===== config.mk =====
export PLATFORM = sky130hd
export DESIGN_NAME = sipo_deserializer
export DESIGN_NICKNAME = d
export VERILOG_FILES = /design/src/rtl/sipo_deserializer_pkg.sv /design/src/rtl/sipo_deserializer_rx_hold_reg.sv /design/src/rtl/sipo_deserializer.sv
export SDC_FILE = /design/constraint.sdc
export NUM_CORES = 1
export LEC_CHECK = 0
export CAP_MARGIN = 20
export CORE_UTILIZATION = 45
export DETAILED_ROUTE_END_ITERATION = 10
export GPL_ROUTABILITY_DRIVEN = 0
export PLACE_DENSITY = 0.68
export SLEW_MARGIN = 0
export SYNTH_ARGS = -nofsm -noshare
export SYNTH_HDL_FRONTEND = slang
export SYNTH_SLANG_ARGS = --single-unit

===== constraint.sdc =====
create_clock -name clk_i -period 1.7 [get_ports clk_i]
set_clock_uncertainty 0.1 [all_clocks]
set_input_delay 0.17 -clock clk_i [delete_from_list [all_inputs] [get_ports clk_i]]
set_output_delay 0.17 -clock clk_i [all_outputs]
set_load 0.02 [all_outputs]

===== src/rtl/sipo_deserializer_pkg.sv =====
// Shared definitions for the serial-link receive path.
// Holds the FSM state encoding and the default data width so that the
// transmit stage, the receiver and any bench agree on the same values.
package sipo_deserializer_pkg;

  localparam int DEF_WIDTH = 4;

  typedef enum logic [1:0] {
    IDLE   = 2'd0,
    DATA   = 2'd1,
    PARITY = 2'd2
  } sipo_state_e;

  // Even parity over a data word plus its received parity bit:
  // returns 1 when the total number of ones is odd (a mismatch).
  function automatic logic parity_mismatch(input logic [31:0] word, input logic par_bit);
    return (^word) ^ par_bit;
  endfunction

endpackage


===== src/rtl/sipo_deserializer_rx_hold_reg.sv =====
// rx_hold_reg: 1-deep valid/ready output register for received words.
// A push loads the register when it is empty or being drained in the same
// cycle (no bubble); a push into a full, stalled register is dropped and
// raises the sticky overrun flag.
// Ports:
//   clk_i, rst_i       clock, synchronous active-high reset
//   push_i             a completed word is offered this cycle
//   data_i, perr_i     the offered word and its parity-error flag
//   ready_i            consumer accepts data_o this cycle
//   ovr_clr_i          clears overrun_o (a simultaneous drop wins)
//   data_o, perr_o     held word and its parity-error flag
//   valid_o            held word not yet accepted
//   overrun_o          sticky: a completed word was dropped
module rx_hold_reg #(
  parameter int WIDTH = 4
) (
  input  logic             clk_i,
  input  logic             rst_i,
  input  logic             push_i,
  input  logic [WIDTH-1:0] data_i,
  input  logic             perr_i,
  input  logic             ready_i,
  input  logic             ovr_clr_i,
  output logic [WIDTH-1:0] data_o,
  output logic             perr_o,
  output logic             valid_o,
  output logic             overrun_o
);

  logic [WIDTH-1:0] data_q, data_d;
  logic             perr_q, perr_d;
  logic             valid_q, valid_d;
  logic             ovr_q, ovr_d;

  logic pop;
  logic accept;
  logic drop;

  always_comb begin
    pop    = valid_q && ready_i;
    accept = push_i && (!valid_q || ready_i);
    drop   = push_i && valid_q && !ready_i;

    data_d  = data_q;
    perr_d  = perr_q;
    valid_d = valid_q;
    ovr_d   = ovr_q;

    if (accept) begin
      data_d  = data_i;
      perr_d  = perr_i;
      valid_d = 1'b1;
    end else if (pop) begin
      valid_d = 1'b0;
    end

    // Set has priority over clear so a drop is never lost.
    if (drop) begin
      ovr_d = 1'b1;
    end else if (ovr_clr_i) begin
      ovr_d = 1'b0;
    end
  end

  always_ff @(posedge clk_i) begin
    if (rst_i) begin
      data_q  <= '0;
      perr_q  <= 1'b0;
      valid_q <= 1'b0;
      ovr_q   <= 1'b0;
    end else begin
      data_q  <= data_d;
      perr_q  <= perr_d;
      valid_q <= valid_d;
      ovr_q   <= ovr_d;
    end
  end

  assign data_o    = data_q;
  assign perr_o    = perr_q;
  assign valid_o   = valid_q;
  assign overrun_o = ovr_q;

endmodule


===== src/rtl/sipo_deserializer.sv =====
// sipo_deserializer: receive stage for the serial link.
// Waits for a start bit '1' on an idle-low line, shifts in WIDTH data bits
// MSB-first, optionally checks an even-parity bit, and hands the word to a
// 1-deep valid/ready output register.
// Ports:
//   clk_i, rst_i        clock, synchronous active-high reset
//   serial_in_i         serial line, one bit per clock
//   out_ready_i         consumer accepts out_data_o this cycle
//   overrun_clr_i       clears overrun_o
//   out_data_o          received word, bit WIDTH-1 was received first
//   out_valid_o         out_data_o/out_parity_err_o hold an unaccepted word
//   out_parity_err_o    parity mismatch for out_data_o (0 without parity)
//   overrun_o           sticky: a completed word was dropped
module sipo_deserializer
  import sipo_deserializer_pkg::*;
#(
  parameter int WIDTH     = DEF_WIDTH,
  parameter int PARITY_EN = 1
) (
  input  logic             clk_i,
  input  logic             rst_i,
  input  logic             serial_in_i,
  input  logic             out_ready_i,
  input  logic             overrun_clr_i,
  output logic [WIDTH-1:0] out_data_o,
  output logic             out_valid_o,
  output logic             out_parity_err_o,
  output logic             overrun_o
);

  localparam int CNT_W = $clog2(WIDTH);
  localparam logic [CNT_W-1:0] LAST_BIT = CNT_W'(WIDTH - 1);

  sipo_state_e      state_q, state_d;
  logic [CNT_W-1:0] bit_cnt_q, bit_cnt_d;
  logic [WIDTH-1:0] shift_q, shift_d;

  // Completed word, registered once so the hold register sees it one
  // cycle after the completing edge.
  logic             done_q, done_d;
  logic [WIDTH-1:0] word_q, word_d;
  logic             wperr_q, wperr_d;

  always_comb begin
    state_d   = state_q;
    bit_cnt_d = bit_cnt_q;
    shift_d   = shift_q;
    done_d    = 1'b0;
    word_d    = word_q;
    wperr_d   = wperr_q;

    unique case (state_q)
      IDLE: begin
        if (serial_in_i) begin
          state_d   = DATA;
          bit_cnt_d = '0;
        end
      end

      DATA: begin
        shift_d   = {shift_q[WIDTH-2:0], serial_in_i};
        bit_cnt_d = bit_cnt_q + 1'b1;
        if (bit_cnt_q == LAST_BIT) begin
          if (PARITY_EN != 0) begin
            state_d = PARITY;
          end else begin
            state_d = IDLE;
            done_d  = 1'b1;
            word_d  = {shift_q[WIDTH-2:0], serial_in_i};
            wperr_d = 1'b0;
          end
        end
      end

      PARITY: begin
        state_d = IDLE;
        done_d  = 1'b1;
        word_d  = shift_q;
        wperr_d = ^{shift_q, serial_in_i};
      end

      default: begin
        state_d = IDLE;
      end
    endcase
  end

  always_ff @(posedge clk_i) begin
    if (rst_i) begin
      state_q   <= IDLE;
      bit_cnt_q <= '0;
      shift_q   <= '0;
      done_q    <= 1'b0;
      word_q    <= '0;
      wperr_q   <= 1'b0;
    end else begin
      state_q   <= state_d;
      bit_cnt_q <= bit_cnt_d;
      shift_q   <= shift_d;
      done_q    <= done_d;
      word_q    <= word_d;
      wperr_q   <= wperr_d;
    end
  end

  rx_hold_reg #(
    .WIDTH (WIDTH)
  ) u_hold (
    .clk_i     (clk_i),
    .rst_i     (rst_i),
    .push_i    (done_q),
    .data_i    (word_q),
    .perr_i    (wperr_q),
    .ready_i   (out_ready_i),
    .ovr_clr_i (overrun_clr_i),
    .data_o    (out_data_o),
    .perr_o    (out_parity_err_o),
    .valid_o   (out_valid_o),
    .overrun_o (overrun_o)
  );

endmodule

==> flow_summary.ini, run 1 <==
[worst_setup_path]
cp_num_buf_inv = 1
crit_slowest_cell = clkdlybuf4s50_1
arrival_ps = 1270
cp_max_fo = 3
critical_path_class = flip-flop to output pin
cp_top_family = buffers and inverters
end_kind = output pin
startpoint_type = flip-flop
required_ps = 1430
crit_chain = clkdlybuf4s50_1
max_stage_delay_ps = 610

[clock_network]
clkTransAtPathRegs_ps = 120
cts_tree = built
root_buffer = clkbuf_4
cts.sink_count = 21
cts_hold_buf = 0
cts.repair.resized = 0
clkLatencyLatePin_ps = 290
clockBufferDepth = 2
numCtsBuffers = 3
postCtsSetupBuffers = 0
h-tree-depth = 1

[power]
vdd_drop_max_mv = 0.546
p_total_mw = 0.789
leakagePower_nw = 0.338
powerDensity_nw_per_um2 = 802

[sta]
rsz0062_at_grt = no
max_freq_ghz = 0.650
hold_viol_final = 0
max_slew_margin_pct = 76.8
whs_ps = 375
finalCritPeriodShare_pct = 90.4
fin_tns_setup_ps = 0
slew_viol_final = 0
setup_violations = 0
finalCriticalPeriod_ps = 1540
worst_pin_slew_ps = 347
finalWorstSetupSlack_ps = 162

[drt]
avgViaCountPerCell = 5.03
routed_wl_microns = 1440
vias = 619
drc = 0
wire_per_inst_microns = 11.7
antenna_left = 0
drtPass1Iterations = 4
drt_iter0_drc = 12

[floorplanning]
rows = 14
die_h_microns = 44.4
io-pin-count = 12
initial_core_util_pct = 50.7
die-area_sq_um = 1970
core_sq_um = 1590
die_w_microns = 44.4

[logic_synthesis]
ys_warn_count = 0
synth_area_leaders = dfxtp_1 52%, a21oi_1 6.8%, mux2i_1 6.2%, nand3_1 3.7%, nand2_1 3.7%
synth_top_area_cell = dfxtp_1
avgSynthCellArea_sq_um = 9.62
synth_top_area_share_pct = 52.0
synthCells = 84
synthesis.area_sq_um = 808
yosysUniqueCellTypes = 21
yosysSeqAreaShare_pct = 52.0
synth_seq_cells = 21
syn-num-nets = 90

[grt]
grt_antenna_before_repair = 0
track_usage_pct = 17.3
grt_max_degree = 13
grt_pass1_vias = 583
overflow = 0
grt_pass1_wl_microns = 2500

[finish]
layout_commonest_cell = dfxtp_1
nNetsFinal = 106
mostFrequentLayoutCells = 21 x dfxtp_1, 11 x a21oi_1, 11 x clkdlybuf4s50_1, 8 x nand2_1, 7 x nor2_1
n_antenna_cell = 0
drive_gt1_share_pct = 9.09
synthToLayoutAreaGrowth_pct = 21.7
postLayoutCoreUtil_pct = 61.7

[place]
hpwl_microns = 1070
dpl_worst_slack_ps = 360
io_buffer_count = 11

[run_status]
status = complete, no violations

[hold_path]
hp-class = flip-flop to flip-flop

[job]
drv_cap = 0
kinds of logic after synthesis:
kind of cell | count (synthesis) | synth area share, %
fa+ha+maj | 1 | 1.55
compound gates | 20 | 14.6
xor+xnor | 2 | 3.87
flops | 21 | 52.0
simple gates | 31 | 19.5
mux | 5 | 6.19
buf+inv | 4 | 2.32
synth_stat cells:
master,n
dfxtp_1,21
a21oi_1,11
nand2_1,8
nor2_1,7
nand3_1,6
mux2i_1,5
o21ai_0,5
nand2b_1,4
buf_2,3
nor2b_1,3
a211oi_1,1
a22oi_1,1
and2b_1,1
ha_1,1
inv_1,1
nor3b_1,1
nor3b_2,1
o21bai_1,1
o221ai_2,1
xnor3_1,1
xor2_1,1
sequential cells by signal, summed over array words and instances (netlist names):
register          flops
u_hold.overrun_o      1
bit_cnt_q             2
word_q                4
u_hold.data_o         4
wperr_q               1
done_q                1
u_hold.valid_o        1
state_q               2
shift_q               4
u_hold.perr_o         1
power breakdown:
group          switching (mW)  total [mW]  leakage [nW]  internal, mW
sequential            0.00644       0.505         0.170         0.498
clock                   0.150       0.238        0.0177        0.0876
combinational          0.0221      0.0458         0.150        0.0238
metrics by stage:
step,std cells,cell area [sq um]
final,123,983
after global routing,123,983
after CTS,123,983
after detailed placement,119,956
after global placement,119,956
after floorplan,84,808
metal layers:
metal	up-vias	routed length (microns)	track usage, %
met4	0	10	9.09
met5	-	0	0
met1	289	773	26.4
met3	2	45	2.45
li1	320	-	-
met2	8	609	23.5
worst reg2reg max path, cell delays in order (launching register included):
cell	delay, ps
dfxtp_1	380
xnor3_1	430
nand3_1	100
o221ai_2	80
worst paths after layout:
| check | start | to | slack, ps | cells after the start |
|---|---|---|---|---|
| max | u_hold.valid_o | out_valid_o | 160 | 1 |
| max reg2reg | shift_q[0] | wperr_q | 510 | 3 |
| min | word_q[3] | u_hold.data_o[3] | 380 | 2 |
| min reg2reg | word_q[3] | u_hold.data_o[3] | 380 | 2 |
cell type report:
cell class,instances,area (sq um)
timing repair buffer,14,133
multi-input combinational,59,369
fill,153,611
clock inverter,1,5.00
tap,24,30.0
sequential,21,420
inverter,1,3.75
clock buffer,3,22.5
Power figures use the tool's default switching activity.
==> run 2, diff against run 1 <==
--- a/config.mk
+++ b/config.mk
@@ -6,11 +6,12 @@
 export NUM_CORES = 1
 export LEC_CHECK = 0
 export CAP_MARGIN = 20
+export CORE_MARGIN = 4
 export CORE_UTILIZATION = 45
 export DETAILED_ROUTE_END_ITERATION = 10
 export GPL_ROUTABILITY_DRIVEN = 0
 export PLACE_DENSITY = 0.68
-export SLEW_MARGIN = 0
+export SLEW_MARGIN = 15
 export SYNTH_ARGS = -nofsm -noshare
 export SYNTH_HDL_FRONTEND = slang
 export SYNTH_SLANG_ARGS = --single-unit
==> flow_summary.ini, run 2 (synthesis results as in run 1) <==
[place]
dpl_worst_slack_ps = 358
hpwl_microns = 1060
placed_cell_area_sq_um = 957
io_buffer_count = 11
dp.cells = 120

[clock_network]
clockBufferDepth = 2
root_buffer = clkbuf_4
cts.sink_count = 21
cts.repair.resized = 0
h-tree-depth = 1
clkTransAtPathRegs_ps = 110
cts_hold_buf = 0
cts_tree = built
numCtsBuffers = 3
clkLatencyLatePin_ps = 290
postCtsSetupBuffers = 0

[sta]
max_slew_margin_pct = 78.3
finalWorstSetupSlack_ps = 184
finalCritPeriodShare_pct = 89.2
rsz0062_at_grt = no
hold_viol_final = 0
setup_violations = 0
worst_pin_slew_ps = 325
fin_tns_setup_ps = 0
finalCriticalPeriod_ps = 1520
max_freq_ghz = 0.660
slew_viol_final = 0

[finish]
fin_area_sq_um = 985
synthToLayoutAreaGrowth_pct = 21.8
nNetsFinal = 106
n_antenna_cell = 0
final_cells = 124
layout_commonest_cell = dfxtp_1
mostFrequentLayoutCells = 21 x dfxtp_1, 11 x a21oi_1, 11 x clkdlybuf4s50_1, 8 x nand2_1, 7 x nor2_1
drive_gt1_share_pct = 9.09

[grt]
grt_pass1_vias = 572
grt_antenna_before_repair = 0
track_usage_pct = 12.2
grt_pass1_wl_microns = 2350
grt_max_degree = 13
overflow = 0

[worst_setup_path]
max_stage_delay_ps = 600
cp_num_buf_inv = 1
crit_chain = clkdlybuf4s50_1
cp_max_fo = 3
crit_slowest_cell = clkdlybuf4s50_1
arrival_ps = 1250
end_kind = output pin
required_ps = 1430
cp_top_family = buffers and inverters
startpoint_type = flip-flop
critical_path_class = flip-flop to output pin

[power]
leakagePower_nw = 0.338
vdd_drop_max_mv = 0.474
combPwrFrac_pct = 5.9
p_sw_share_pct = 21.9
seqPwrFrac_pct = 64.7
pwr-share-clk_pct = 29.3
p_total_mw = 0.781
switchingPower_mw = 0.171
p_int_mw = 0.610
powerDensity_nw_per_um2 = 793

[floorplanning]
die-area_sq_um = 2540
io-pin-count = 12
core_sq_um = 1710
initial_core_util_pct = 47.3
die_w_microns = 50.4
die_h_microns = 50.4
rows = 15

[drt]
drt_iter0_drc = 1
drc = 0
wire_per_inst_microns = 11.3
avgViaCountPerCell = 4.81
antenna_left = 0
routed_wl_microns = 1400
vias = 597
drtPass1Iterations = 2

[hold_path]
hp-class = flip-flop to flip-flop

[job]
drv_cap = 0

[run_status]
status = complete, no violations
-- run 2: cell counts in the layout (fill, tap and decap cells not counted) --
Identical to the previous run, type by type.
-- run 2: tightest hold or removal path: stages (launching register included) --
cell     delay, ps
dfxtp_1        330
nand3_1         60
a21oi_1         50
-- run 2: final timing paths --
check                 startpoint               end  slack [ps]  cells after the start
hold reg to reg        word_q[0]  u_hold.data_o[0]         370                      2
setup reg to reg      shift_q[0]           wperr_q         440                      3
setup / recovery  u_hold.valid_o       out_valid_o         180                      1
hold / removal         word_q[0]  u_hold.data_o[0]         370                      2
-- run 2: area by class of cell --
| type | instances | area [sq um] |
|---|---|---|
| inverter | 1 | 3.75 |
| tap | 25 | 31.3 |
| sequential | 21 | 420 |
| timing repair buffer | 14 | 133 |
| clock buffer | 3 | 22.5 |
| fill | 168 | 723 |
| multi-input combinational | 59 | 369 |
| clock inverter | 1 | 5.00 |
-- run 2: metal layers --
layer / track usage, % / routed length, microns / vias up
met5: 0 / 0 / -
met4: 8.07 / 17 / 0
met3: 1.78 / 63 / 2
met2: 22.4 / 703 / 9
met1: 12.8 / 613 / 269
li1: - / - / 317
-- run 2: metrics by stage --
step / util [%] / hold slack (ps)
floorplan: - / 154
global placement: 56.0 / 355
detailed placement: 56.0 / 355
CTS: 57.7 / 375
global route: 57.7 / 403
finish: 57.7 / 370
-- run 2: power by group through the flow --
stage               Sequential, mW  Clock [mW]  Combinational (mW)
floorplan                    0.515           0              0.0279
global placement             0.516           0              0.0452
detailed placement           0.517           0              0.0465
CTS                          0.506       0.243              0.0469
global route                 0.507       0.268              0.0511
finish                       0.506       0.229              0.0463
